===== src/rtl/password_controller.sv =====
// password_controller: four-digit password gate in front of the game datapath, with failure counting.
// Define PASSWORD_LOCKOUT_EN to compile in the timed lockout after MAX_FAIL consecutive failures.
module password_controller #(
  parameter logic [15:0] PASSWORD    = 16'h5293,
  parameter int          MAX_FAIL    = 3,
  parameter int          LOCK_CYCLES = 1000
) (
  input  logic       clk,
  input  logic       rts,
  input  logic       enter_pulse,
  input  logic       logout_pulse,
  input  logic [3:0] digit_in,
  output logic       access,
  output logic       game_en,
  output logic       fail,
  output logic       locked,
  output logic [2:0] digit_count
);
  typedef enum logic [2:0] {
    IDLE, ENTRY, CHECK, GRANTED, FAILED
`ifdef PASSWORD_LOCKOUT_EN
    , LOCKED
`endif
  } state_e;
  localparam logic [2:0] MAXF = 3'(MAX_FAIL);
  if (MAX_FAIL < 1 || MAX_FAIL > 7) begin : g_bad_max_fail
    $error("MAX_FAIL must be in 1..7");
  end
  if (LOCK_CYCLES < 1) begin : g_bad_lock_cycles
    $error("LOCK_CYCLES must be at least 1");
  end
  state_e     state_q, state_d;
  logic [2:0] cnt_q, cnt_d, fcnt_q, fcnt_d;
  logic       mm_q, mm_d, fail_q, fail_d;
  logic [15:0] pw_sh;
  logic        digit_bad;
  // digit_count is 0 in IDLE, so the same shift selects the expected nibble in IDLE and ENTRY
  assign pw_sh     = PASSWORD << {cnt_q[1:0], 2'b00};
  assign digit_bad = digit_in != pw_sh[15:12];
`ifdef PASSWORD_LOCKOUT_EN
  localparam int LW = LOCK_CYCLES > 1 ? $clog2(LOCK_CYCLES) : 1;
  logic [LW-1:0] lock_q, lock_d;
`endif
  always_comb begin
    state_d = state_q;
    cnt_d   = cnt_q;
    fcnt_d  = fcnt_q;
    mm_d    = mm_q;
    fail_d  = fail_q;
`ifdef PASSWORD_LOCKOUT_EN
    lock_d  = lock_q;
`endif
    case (state_q)
      IDLE: if (enter_pulse) begin
        mm_d    = digit_bad;
        cnt_d   = 3'd1;
        fail_d  = 1'b0;
        state_d = ENTRY;
      end
      ENTRY: if (enter_pulse) begin
        mm_d    = mm_q | digit_bad;
        cnt_d   = cnt_q + 3'd1;
        state_d = cnt_q == 3'd3 ? CHECK : ENTRY;
      end
      CHECK: begin
        state_d = mm_q ? FAILED : GRANTED;
        fcnt_d  = mm_q ? (fcnt_q == MAXF ? fcnt_q : fcnt_q + 3'd1) : 3'd0;
        fail_d  = mm_q;
        cnt_d   = 3'd0;
        mm_d    = 1'b0;
      end
      GRANTED: state_d = logout_pulse ? IDLE : GRANTED;
`ifdef PASSWORD_LOCKOUT_EN
      FAILED: begin
        state_d = fcnt_q == MAXF ? LOCKED : IDLE;
        lock_d  = LW'(LOCK_CYCLES - 1);
      end
      LOCKED: begin
        state_d = lock_q == '0 ? IDLE : LOCKED;
        fcnt_d  = lock_q == '0 ? 3'd0 : fcnt_q;
        fail_d  = lock_q == '0 ? 1'b0 : fail_q;
        lock_d  = lock_q - LW'(1);
      end
`else
      FAILED: state_d = IDLE;
`endif
      default: state_d = IDLE;
    endcase
  end
  always_ff @(posedge clk) begin
    if (rts) begin
      state_q <= IDLE;
      cnt_q   <= '0;
      fcnt_q  <= '0;
      mm_q    <= 1'b0;
      fail_q  <= 1'b0;
    end else begin
      state_q <= state_d;
      cnt_q   <= cnt_d;
      fcnt_q  <= fcnt_d;
      mm_q    <= mm_d;
      fail_q  <= fail_d;
    end
  end
`ifdef PASSWORD_LOCKOUT_EN
  always_ff @(posedge clk) begin
    if (rts) lock_q <= '0;
    else     lock_q <= lock_d;
  end
  assign locked = state_q == LOCKED;
`else
  assign locked = 1'b0;
`endif
  assign access      = state_q == GRANTED;
  assign game_en     = access;
  assign fail        = fail_q;
  assign digit_count = cnt_q;
endmodule


===== config.mk =====
export PLATFORM = sky130hd
export DESIGN_NAME = password_controller
export DESIGN_NICKNAME = d
export VERILOG_FILES = /design/src/rtl/password_controller.sv
export SDC_FILE = /design/constraint.sdc
export NUM_CORES = 1
export LEC_CHECK = 0
export BUFFER_PORTS_ARGS = -buffer_cell sky130_fd_sc_hd__buf_2
export CAP_MARGIN = 20
export CORE_AREA = 3 3 40 42
export CTS_CLUSTER_DIAMETER = 200
export DETAILED_ROUTE_END_ITERATION = 8
export DIE_AREA = 0 0 43 45
export PLACE_DENSITY = 0.72
export SYNTH_ARGS = -nofsm -noshare
export SYNTH_HDL_FRONTEND = slang
export SYNTH_SLANG_ARGS = --single-unit

===== constraint.sdc =====
create_clock -name clk -period 3.21 [get_ports clk]
set_input_delay 0.321 -clock clk [delete_from_list [all_inputs] [get_ports clk]]
set_output_delay 0.321 -clock clk [all_outputs]
set_load 0.01 [all_outputs]

==> out/qor.csv, run 1 <==
stage,metric,value,unit
cells_and_area,Layout area overhead,12.8,%
outcome,outcome,"finished, final reports clean",
timing,RSZ-0062 raised after global routing,no,
clock_network,TritonCTS buffer count,3,
route,antenna-violating nets left,0,
placement,DP HPWL,755,um
hold_path,Min-Delay Path Class,input pin to register,
cells_and_area,layout cells sized above 1,28.4,%
route,via count,424,
timing,relative slew slack,62.4,%
job,max cap viols,0,
clock_network,Clock Path Buffers,2,
setup_path,slowest CP cell,dfxtp_1,
timing,crit share post-route,46.2,%
setup_path,crit path DAT,1620,ps
setup_path,critical setup path kind,register to register,
global_routing,met3 Use GR,7.17,%
clock_network,CTS tree,built,
placement,Placer Congestion,0.796,
placement,Port Buffers,13,
cells_and_area,n_diodes,0,
die,die width,43,um
power_and_ir_drop,Seq pwr share,51.3,%
global_routing,GR Layer Usage met1,12.1,%
setup_path,"Max FO, Critical Path",7,
clock_network,CTS sink cnt,8,
synthesis,YS warnings,0,
power_and_ir_drop,clock network power share,35.7,%
global_routing,vias in the first global route,356,
global_routing,first-pass GRT wire length,1550,um
setup_path,Worst setup EP type,register,
cells_and_area,"non-filler cells, final",82,
clock_network,# hold bufs at CTS,0,
synthesis,"flops & latches, synth",8,
timing,min Tclk post-route,1480,ps
setup_path,FF-to-FF Start,digit_count[0],
timing,worst-margin pin slew,562,ps
clock_network,Setup Buffers After CTS,0,
global_routing,met2 Use GR,18.6,%
route,final WL,1010,um
hold_path,Worst Hold Endpoint,mm_q,
global_routing,largest net degree at the start of global routing,12,
power_and_ir_drop,Internal,0.000159,W
global_routing,total grt overflow,0,
route,drt pass-1 iters,2,
clock_network,clk slew on worst S/H paths,60,ps
die,num rows,13,
placement,pre-CTS setup slack,1740,ps
clock_network,"Clk Latency, worst-skew pair",250,ps
die,initial core utilization,39.4,%
cells_and_area,Util after Layout,44.5,%
synthesis,Netlist Area Pre-Place,507,um^2
global_routing,busiest grt layer,met2,
clock_network,Root Buffer,clkbuf_4,
synthesis,Synth Area per Inst,9.05,um^2
route,drt wl/cell,12.4,um
timing,final worst slack,1730,ps
setup_path,reg2reg end,mm_q,
synthesis,"Seq/Total Area, Yosys",31.6,%
global_routing,antenna violations before repair,0,
die,IO Count,15,
global_routing,total track usage,11.1,%
setup_path,Critical Path Start Type,register,
route,DRC,0,
timing,final clock skew,6.16,ps
power_and_ir_drop,Total Power,0.000214,W
timing,Max Slew Vio Count,0,
power_and_ir_drop,Sw Pwr,0.0000549,W
die,total die area,1940,um^2
timing,# setup viols final,0,
synthesis,Synth cell types,26,
setup_path,Slowest Stage Delay on Critical Path,450,ps
setup_path,CP Buf/Inv Count,1,
cells_and_area,fillcell total,127,
clock_network,CTS H-tree lvls,1,
route,Avg Vias per Cell,5.17,
timing,Hold Fails Final Rpt,0,
route,Iter 0 DRT Violations,3,
synthesis,Post-Synthesis Net Count,69,
die,Die Y,45,um
clock_network,post-cts sizing count,0,
power_and_ir_drop,Lkg Pwr,0.247,nW
power_and_ir_drop,Sw Share,25.6,%
setup_path,WP depth,5,
hold_path,Worst Hold Path Cells,2,
placement,placed insts,79,
power_and_ir_drop,Comb pwr share,13.0,%
timing,setup_tns,0,ps
power_and_ir_drop,power per standard cell area,375,nW/um^2
cells_and_area,# nets final,82,
power_and_ir_drop,Peak VDD IR,0.184,mV
setup_path,Worst R2R Setup Slack,1730,ps
setup_path,"CP delay by family, top",flip-flops,
timing,Peak Freq,0.675,GHz
setup_path,R2R depth,5,
die,core area,1280,um^2
setup_path,Crit path required time,3350,ps
synthesis,Mapped Cells,56,
hold_path,Hold Crit Start,rts,
setup_path,critical path cell sequence,inv_1 > ha_1 > xor2_1 > o41ai_1 > a21oi_1,
-- layout make-up --
cell class	instances	area (um^2)	area share, %
repair buffers	13	65.1	11.4
clock buffers	3	22.5	3.94
well taps	15	18.8	3.28
multi-input cells	39	290	50.8
inverters	4	15.0	2.63
flip-flops and latches	8	160	28.0
-- worst max-delay path by stage --
stage          endpoint  slack (ps)           start
2_1_floorplan      mm_q        1760  digit_count[0]
3_3_place_gp       mm_q        1780  digit_count[0]
3_5_place_dp       mm_q        1740  digit_count[0]
4_1_cts            mm_q        1740  digit_count[0]
5_1_grt         game_en        1660      state_q[0]
6_report           mm_q        1730  digit_count[0]
-- cells in the mapped netlist, drive strengths merged --
master   number  share of area [%]
nor3b         1                1.5
a2111oi       1                3.0
nand3b        1                1.5
a211oi        1                1.5
xor2          3                5.2
inv           4                3.0
o21ai         1               0.99
o41ai         1                1.7
nor2          3                2.2
o2111ai       1                1.7
buf           4                7.4
conb          1               0.74
nand2         4                3.0
o211ai        3                4.4
ha            5                 12
or3b          3                5.2
o31ai         1                1.5
a31oi         1                1.2
clkbuf        1               0.74
a211o         1                2.0
nand3         3                3.0
xnor2         1                1.7
dfxtp         8                 32
a21oi         3                3.0
-- per-layer routing --
layer | routed length, um | vias to the layer above
met2 | 479 | 11
li1 | - | 221
met4 | 0 | 0
met1 | 456 | 192
met3 | 77 | 0
met5 | 0 | -
-- cell usage in the layout (no fill, tap or decap), types with 2 or more instances in the layout --
master and n:
ha_1 5, or3b_1 2, nand2_1 4, nor2_1 3, xor2_1 3, dfxtp_1 8
o211ai_1 3, nand3_1 3, clkbuf_4 3, a21oi_1 3, inv_1 4, buf_2 13
-- metrics by stage --
| stage | instance area [um^2] | hold WS [ps] |
|---|---|---|
| 5_1_grt | 572 | 330 |
| 6_report | 572 | 334 |
| 2_1_floorplan | 507 | 390 |
| 4_1_cts | 572 | 322 |
| 3_3_place_gp | 549 | 482 |
| 3_5_place_dp | 549 | 476 |
-- power groups by stage --
stage	Combinational [W]	Clock (W)	Sequential, W
2_1_floorplan	0.0000218	0	0.000109
3_3_place_gp	0.0000272	0	0.000112
3_5_place_dp	0.0000278	0	0.000112
4_1_cts	0.0000279	0.0000799	0.000110
5_1_grt	0.0000308	0.0000832	0.000111
6_report	0.0000278	0.0000766	0.000110
-- state kept, by name (all words and copies together), names as in the netlist --
name,count
digit_count,3
fail,1
state_q,3
mm_q,1
-- logic make-up (layout without fill, tap and decap cells) --
kind of cell | after synthesis | after routing | share of synthesized area, %
and+or+nand+nor | 15 | 15 | 16.3
other | 1 | 1 | 0.740
xor gates and xnor gates | 4 | 4 | 6.91
buffers and inverters | 9 | 20 | 11.1
adders and majority gates | 5 | 5 | 12.3
DFF | 8 | 8 | 31.6
AOI/OAI and AO/OA | 14 | 14 | 21.0
No activity file was read; power rests on OpenSTA's default activity.
==> run 2, diff against run 1 <==
Settings changed: ABC_AREA from default to 1, PLACE_DENSITY 0.72 to 0.76.
Clock period 3.21 ns to 1.5 ns, I/O delays scaled along.
==> run 2 against run 1 <==
Cell area rose by 13%; largest cell class unchanged; first-iteration DRC count rose to 2.7 times the previous value; non-clock buffer count unchanged; count of clock-buffer cells in the layout did not move; hold slack got worse by 210 ps; worst setup slack worse by 1600 ps; critical path depth fell by 2.
==> out/qor.csv, run 2 <==
stage,metric,value,unit,change
setup_path,Worst setup EP type,output pin,,
timing,RSZ-0062 raised after global routing,no,,
synthesis,largest cells by area after synthesis,"dfxtp_1 (29%), inv_1 (14%), nand2_1 (13%)",,
die,Die Y,45,um,unchanged
die,IO Count,15,,unchanged
timing,Hold Slack,122,ps,-213 ps
route,antenna-violating nets left,0,,unchanged
synthesis,Post-synth top cells,"inv_1 (20), nand2_1 (19), nand3_1 (9)",,
synthesis,most numerous cell in the Yosys netlist,inv_1,,
timing,crit share post-route,91.0,%,
global_routing,antenna violations before repair,0,,unchanged
synthesis,asr flop ratio synth,0,%,unchanged
synthesis,Mapped Cells,85,,+52%
synthesis,Netlist Area Pre-Place,556,um^2,+9.6%
timing,setup_tns,0,ps,unchanged
cells_and_area,Layout area overhead,16.4,%,
global_routing,vias in the first global route,459,,+29%
clock_network,TritonCTS buffer count,3,,unchanged
placement,DP HPWL,829,um,+9.9%
timing,Peak Freq,0.732,GHz,
global_routing,total grt overflow,0,,unchanged
route,via count,523,,+23%
outcome,outcome,"finished, final reports clean",,
synthesis,YS warnings,0,,unchanged
die,initial core utilization,43.2,%,+3.8 points
route,final WL,1020,um,+0.39%
power_and_ir_drop,Lkg Pwr,0.360,nW,+45%
clock_network,CTS tree,built,,
power_and_ir_drop,Sw Share,27.3,%,+1.7 points
die,total die area,1940,um^2,unchanged
placement,Port Buffers,13,,unchanged
route,Iter 0 DRT Violations,8,,+5
placement,Placer Congestion,0.890,,+12%
timing,min Tclk post-route,1370,ps,
synthesis,Synth Area per Inst,6.54,um^2,-28%
synthesis,"flops & latches, synth",8,,unchanged
clock_network,Clock Path Buffers,2,,unchanged
cells_and_area,most frequent cells in the layout,"inv_1 (20), nand2_1 (19), buf_2 (13)",,
timing,final clock skew,2.40,ps,-3.76 ps
cells_and_area,"commonest non-fill, non-tap cell in the layout",inv_1,,
die,die width,43,um,unchanged
die,num rows,13,,unchanged
route,DRC,0,,unchanged
cells_and_area,Util after Layout,50.3,%,+5.8 points
route,Avg Vias per Cell,4.59,,-11%
power_and_ir_drop,Peak VDD IR,0.553,mV,+200%
clock_network,# hold bufs at CTS,0,,unchanged
power_and_ir_drop,Sw Pwr,0.000128,W,+130%
clock_network,Root Buffer,clkbuf_4,,
setup_path,"Max FO, Critical Path",5,,-2
cells_and_area,n_diodes,0,,unchanged
global_routing,largest net degree at the start of global routing,7,,-5
cells_and_area,layout cells sized above 1,22.2,%,-6.1 points
power_and_ir_drop,power per standard cell area,724,nW/um^2,+93%
power_and_ir_drop,Seq pwr share,48.9,%,-2.4 points
setup_path,Crit path required time,1350,ps,-2000 ps
clock_network,"Clk Latency, worst-skew pair",260,ps,about the same
clock_network,Setup Buffers After CTS,0,,unchanged
setup_path,Critical Path Start Type,register,,
timing,Max Slew Vio Count,0,,unchanged
synthesis,"EDFF count, synth",0,,unchanged
clock_network,post-cts sizing count,0,,unchanged
cells_and_area,# nets final,114,,+39%
route,drt pass-1 iters,4,,+2
synthesis,Yosys top cell area share,28.8,%,-2.8 points
synthesis,Post-Synthesis Net Count,98,,+42%
global_routing,first-pass GRT wire length,1790,um,+16%
setup_path,crit path DAT,1220,ps,-400 ps
timing,# setup viols final,0,,unchanged
job,max cap viols,0,,unchanged
timing,Hold Fails Final Rpt,0,,unchanged
clock_network,CTS H-tree lvls,1,,unchanged
route,drt wl/cell,8.92,um,-28%
hold_path,Min-Delay Path Class,input pin to register,,
power_and_ir_drop,Comb pwr share,15.2,%,+2.2 points
power_and_ir_drop,clock network power share,35.9,%,+0.2 points
setup_path,critical setup path kind,register to output pin,,
synthesis,cell accounting for the most synthesized area,dfxtp_1,,
power_and_ir_drop,Internal,0.000340,W,+110%
synthesis,"Seq/Total Area, Yosys",28.8,%,-2.8 points
die,core area,1280,um^2,unchanged
synthesis,dominant synthesized flop cell,dfxtp_1,,
global_routing,total track usage,12.6,%,+1.5 points
clock_network,CTS sink cnt,8,,unchanged
synthesis,Synth cell types,19,,-27%
clock_network,clk slew on worst S/H paths,50,ps,about the same
==> run 2: changes by cell type in the layout (fill, tap and decap cells not counted), moves of 2 or more <==
cell      delta
o211ai_1     -3
o21ai_0      +2
nand2_1     +15
inv_1       +16
xor2_1       -3
nand4_1      +2
nand2_2      +2
nand3_1      +6
or3b_1       -2
==> run 2: logic make-up after synthesis <==
| group | synth area share (%) |
|---|---|
| adders and majority gates | 11.3 |
| AOI/OAI and AO/OA | 6.98 |
| DFF | 28.8 |
| other | 0.675 |
| and+or+nand+nor | 35.1 |
| buffers and inverters | 17.1 |
==> run 2: stage by stage <==
step	cells	worst slack, ps	cell area (um^2)	power, W
floorplan	85	273	556	0.000281
CTS	114	132	647	0.000470
detailed placement	111	241	624	0.000304
finish	114	135	647	0.000468
global route	114	7.95	647	0.000491
global placement	111	264	624	0.000302
==> run 2: area by class of cell <==
| class | instances | area [um^2] |
|---|---|---|
| multi-input cells | 54 | 300 |
| clock buffers | 3 | 22.5 |
| inverters | 21 | 80.1 |
| flip-flops and latches | 8 | 160 |
| repair buffers | 13 | 65.1 |
| well taps | 15 | 18.8 |
| fillers | 129 | 638 |
==> run 2: critical path, stage by stage (launching register included) <==
cell     delay [ps]
dfxtp_1         410
inv_1           140
nor3_1          230
buf_2           170
==> run 2: final timing paths <==
path	to	depth (start not counted)	slack [ps]	startpoint
setup / recovery	game_en	3	130	state_q[0]
hold / removal	digit_count[2]	2	120	rts
setup reg to reg	state_q[0]	6	240	digit_count[0]
hold reg to reg	fail	2	480	fail
==> run 2: metal layers <==
metal  part of all wire (%)  vias to the layer above  wire length (um)  global-route usage (%)
met2                     45                       12               455                    21.3
met4                    2.1                        0                21                    7.23
met3                    5.7                        4                58                    3.98
met1                     47                      221               482                    14.1
met5                      0                        -                 0                       0
li1                       -                      286                 -                       -
==> run 2: power groups by stage <==
stage / Clock [W] / Sequential [W] / Combinational (W)
after floorplan: 0 / 0.000233 / 0.0000475
after global placement: 0 / 0.000233 / 0.0000692
after detailed placement: 0 / 0.000233 / 0.0000710
after CTS: 0.000170 / 0.000229 / 0.0000713
after global routing: 0.000178 / 0.000231 / 0.0000824
final: 0.000168 / 0.000229 / 0.0000709
==> run 3, diff against run 2 <==
--- a/config.mk
+++ b/config.mk
@@ -8,2 +8,3 @@
 export ABC_AREA = 1
+export ABC_CLOCK_PERIOD_IN_PS = 1500
 export BUFFER_PORTS_ARGS = -buffer_cell sky130_fd_sc_hd__buf_2
--- a/constraint.sdc
+++ b/constraint.sdc
@@ -3,2 +3,2 @@
 set_output_delay 0.15 -clock clk [all_outputs]
-set_load 0.01 [all_outputs]
+set_load 0.05 [all_outputs]
==> run 3 against run 2 <==
Sequential power about the same; cell area increased by 2.5%; first-iteration DRC count decreased by 63%; worst setup slack got worse by 30 ps; power increased by 4.6%; largest power group unchanged; via count increased by 2.7%; count of clock-buffer cells in the layout unchanged.
==> out/qor.csv, run 3 (synthesis gave the netlist of run 2 again) <==
stage,metric,value,unit,change
cells_and_area,layout cells sized above 1,26.3,%,+4.0 points
setup_path,slowest CP cell,dfxtp_1,,
route,antenna-violating nets left,0,,unchanged
clock_network,Root Buffer,clkbuf_4,,
global_routing,total track usage,13.2,%,+0.57 points
die,Die Y,45,um,unchanged
route,final WL,1130,um,+11%
setup_path,"Max FO, Critical Path",5,,unchanged
global_routing,largest net degree at the start of global routing,7,,unchanged
setup_path,critical setup path kind,register to output pin,,
placement,DP Area,638,um^2,+2.2%
die,die width,43,um,unchanged
route,drt wl/cell,9.89,um,+11%
power_and_ir_drop,power per standard cell area,738,nW/um^2,+2.0%
clock_network,CTS sink cnt,8,,unchanged
route,via count,537,,+2.7%
timing,# setup viols final,0,,unchanged
route,Avg Vias per Cell,4.71,,+2.7%
timing,min Tclk post-route,1400,ps,+30.4 ps
die,num rows,13,,unchanged
cells_and_area,footprint of the multi-input gates,312,um^2,+3.8%
global_routing,first-pass GRT wire length,1810,um,+0.72%
placement,Port Buffers,13,,unchanged
cells_and_area,Layout area overhead,19.4,%,
clock_network,TritonCTS buffer count,3,,unchanged
hold_path,Min-Delay Path Class,input pin to register,,
placement,pre-CTS setup slack,292,ps,+50.7 ps
cells_and_area,fillcell total,137,,+6.2%
setup_path,"CP delay by family, top",flip-flops,,
setup_path,Worst setup EP type,output pin,,
timing,Max Slew Vio Count,0,,unchanged
timing,crit share post-route,93.0,%,+2.0 points
setup_path,crit path DAT,1250,ps,+30 ps
placement,Placer Congestion,0.769,,-14%
timing,final clock skew,11.2,ps,+8.83 ps
die,core area,1280,um^2,unchanged
placement,DP HPWL,921,um,+11%
job,max cap viols,0,,unchanged
setup_path,Critical Path Start Type,register,,
cells_and_area,n_diodes,0,,unchanged
setup_path,Slowest Stage Delay on Critical Path,430,ps,+20 ps
clock_network,clk slew on worst S/H paths,60,ps,about the same
global_routing,total grt overflow,0,,unchanged
clock_network,CTS H-tree lvls,1,,unchanged
global_routing,antenna violations before repair,0,,unchanged
power_and_ir_drop,Peak VDD IR,0.428,mV,-23%
cells_and_area,most frequent cells in the layout,"inv_1 (19), nand2_1 (19), buf_2 (12)",,
clock_network,CTS tree,built,,
timing,setup_tns,0,ps,unchanged
setup_path,Crit path required time,1350,ps,about the same
die,initial core utilization,43.2,%,unchanged
cells_and_area,design area,663,um^2,+2.5%
power_and_ir_drop,Total Power,0.000489,W,+4.6%
cells_and_area,# nets final,114,,unchanged
clock_network,Clock Path Buffers,2,,unchanged
die,IO Count,15,,unchanged
die,total die area,1940,um^2,unchanged
timing,RSZ-0062 raised after global routing,no,,
clock_network,"Clk Latency, worst-skew pair",260,ps,about the same
power_and_ir_drop,Lkg Pwr,0.359,nW,-0.22%
route,DRC,0,,unchanged
route,drt pass-1 iters,4,,unchanged
setup_path,CP Buf/Inv Count,2,,unchanged
setup_path,critical path cell sequence,inv_2 > nor3_4 > buf_2,,
outcome,outcome,"finished, final reports clean",,
timing,final worst slack,104,ps,-30.4 ps
timing,Hold Fails Final Rpt,0,,unchanged
route,Iter 0 DRT Violations,3,,-5
cells_and_area,Seq. cell area,163,um^2,+1.6%
timing,Peak Freq,0.716,GHz,-2.2%
global_routing,vias in the first global route,479,,+4.4%
run 3: cell count changes in the layout (fill, tap and decap cells not counted):
cell / delta
buf_2: -1
inv_2: +1
nor3_4: +1
inv_1: -1
dfxtp_2: +2
dfxtp_1: -2
clkbuf_4: +1
nor3_1: -1
run 3: final timing paths:
path,slack (ps),cells past startpoint,endpoint,startpoint
max reg2reg,280,4,digit_count[2],digit_count[0]
min,130,2,digit_count[2],rts
max,100,3,game_en,state_q[0]
min reg2reg,470,2,fail,fail
run 3: per-stage QoR:
step / cells / util [%] / hold slack, ps
final: 114 / 51.6 / 132
after global routing: 114 / 51.6 / 133
after CTS: 114 / 51.4 / 132
after detailed placement: 111 / 49.7 / 399
after global placement: 111 / 49.7 / 384
after floorplan: 85 / - / 212
run 3: worst reg2reg max path, cell delays in order (launching register included):
cell	delay [ps]
dfxtp_2	340
ha_1	200
ha_1	260
or2_1	230
a21oi_2	110
run 3: final cells by class:
cell class | instances | area share, %
Inverter | 21 | 12.1
Multi-Input combinational cell | 54 | 47.0
Timing Repair Buffer | 13 | 10.2
Sequential cell | 8 | 24.5
Clock buffer | 3 | 3.40
Tap cell | 15 | 2.83
run 3: repair_timing:
item / 4_1_cts / 5_1_grt
endpoints found under the setup margin: 0 / 2
setup buffers: 0 / 0
resized for setup: 0 / 2
hold buffers: 0 / 0
run 3: where the power goes:
part            total, W  switching, W  internal, W
sequential      0.000230    0.00000908     0.000221
clock           0.000172     0.0000802    0.0000920
combinational  0.0000875     0.0000583    0.0000291
run 3: per-layer routing:
layer  global-route usage [%]  share of wire, %  vias up
li1                         -                 -      285
met1                     12.9                44      240
met2                     22.8                49       10
met3                     5.58               5.7        2
met4                     9.04              0.98        0
met5                        0                 0        -
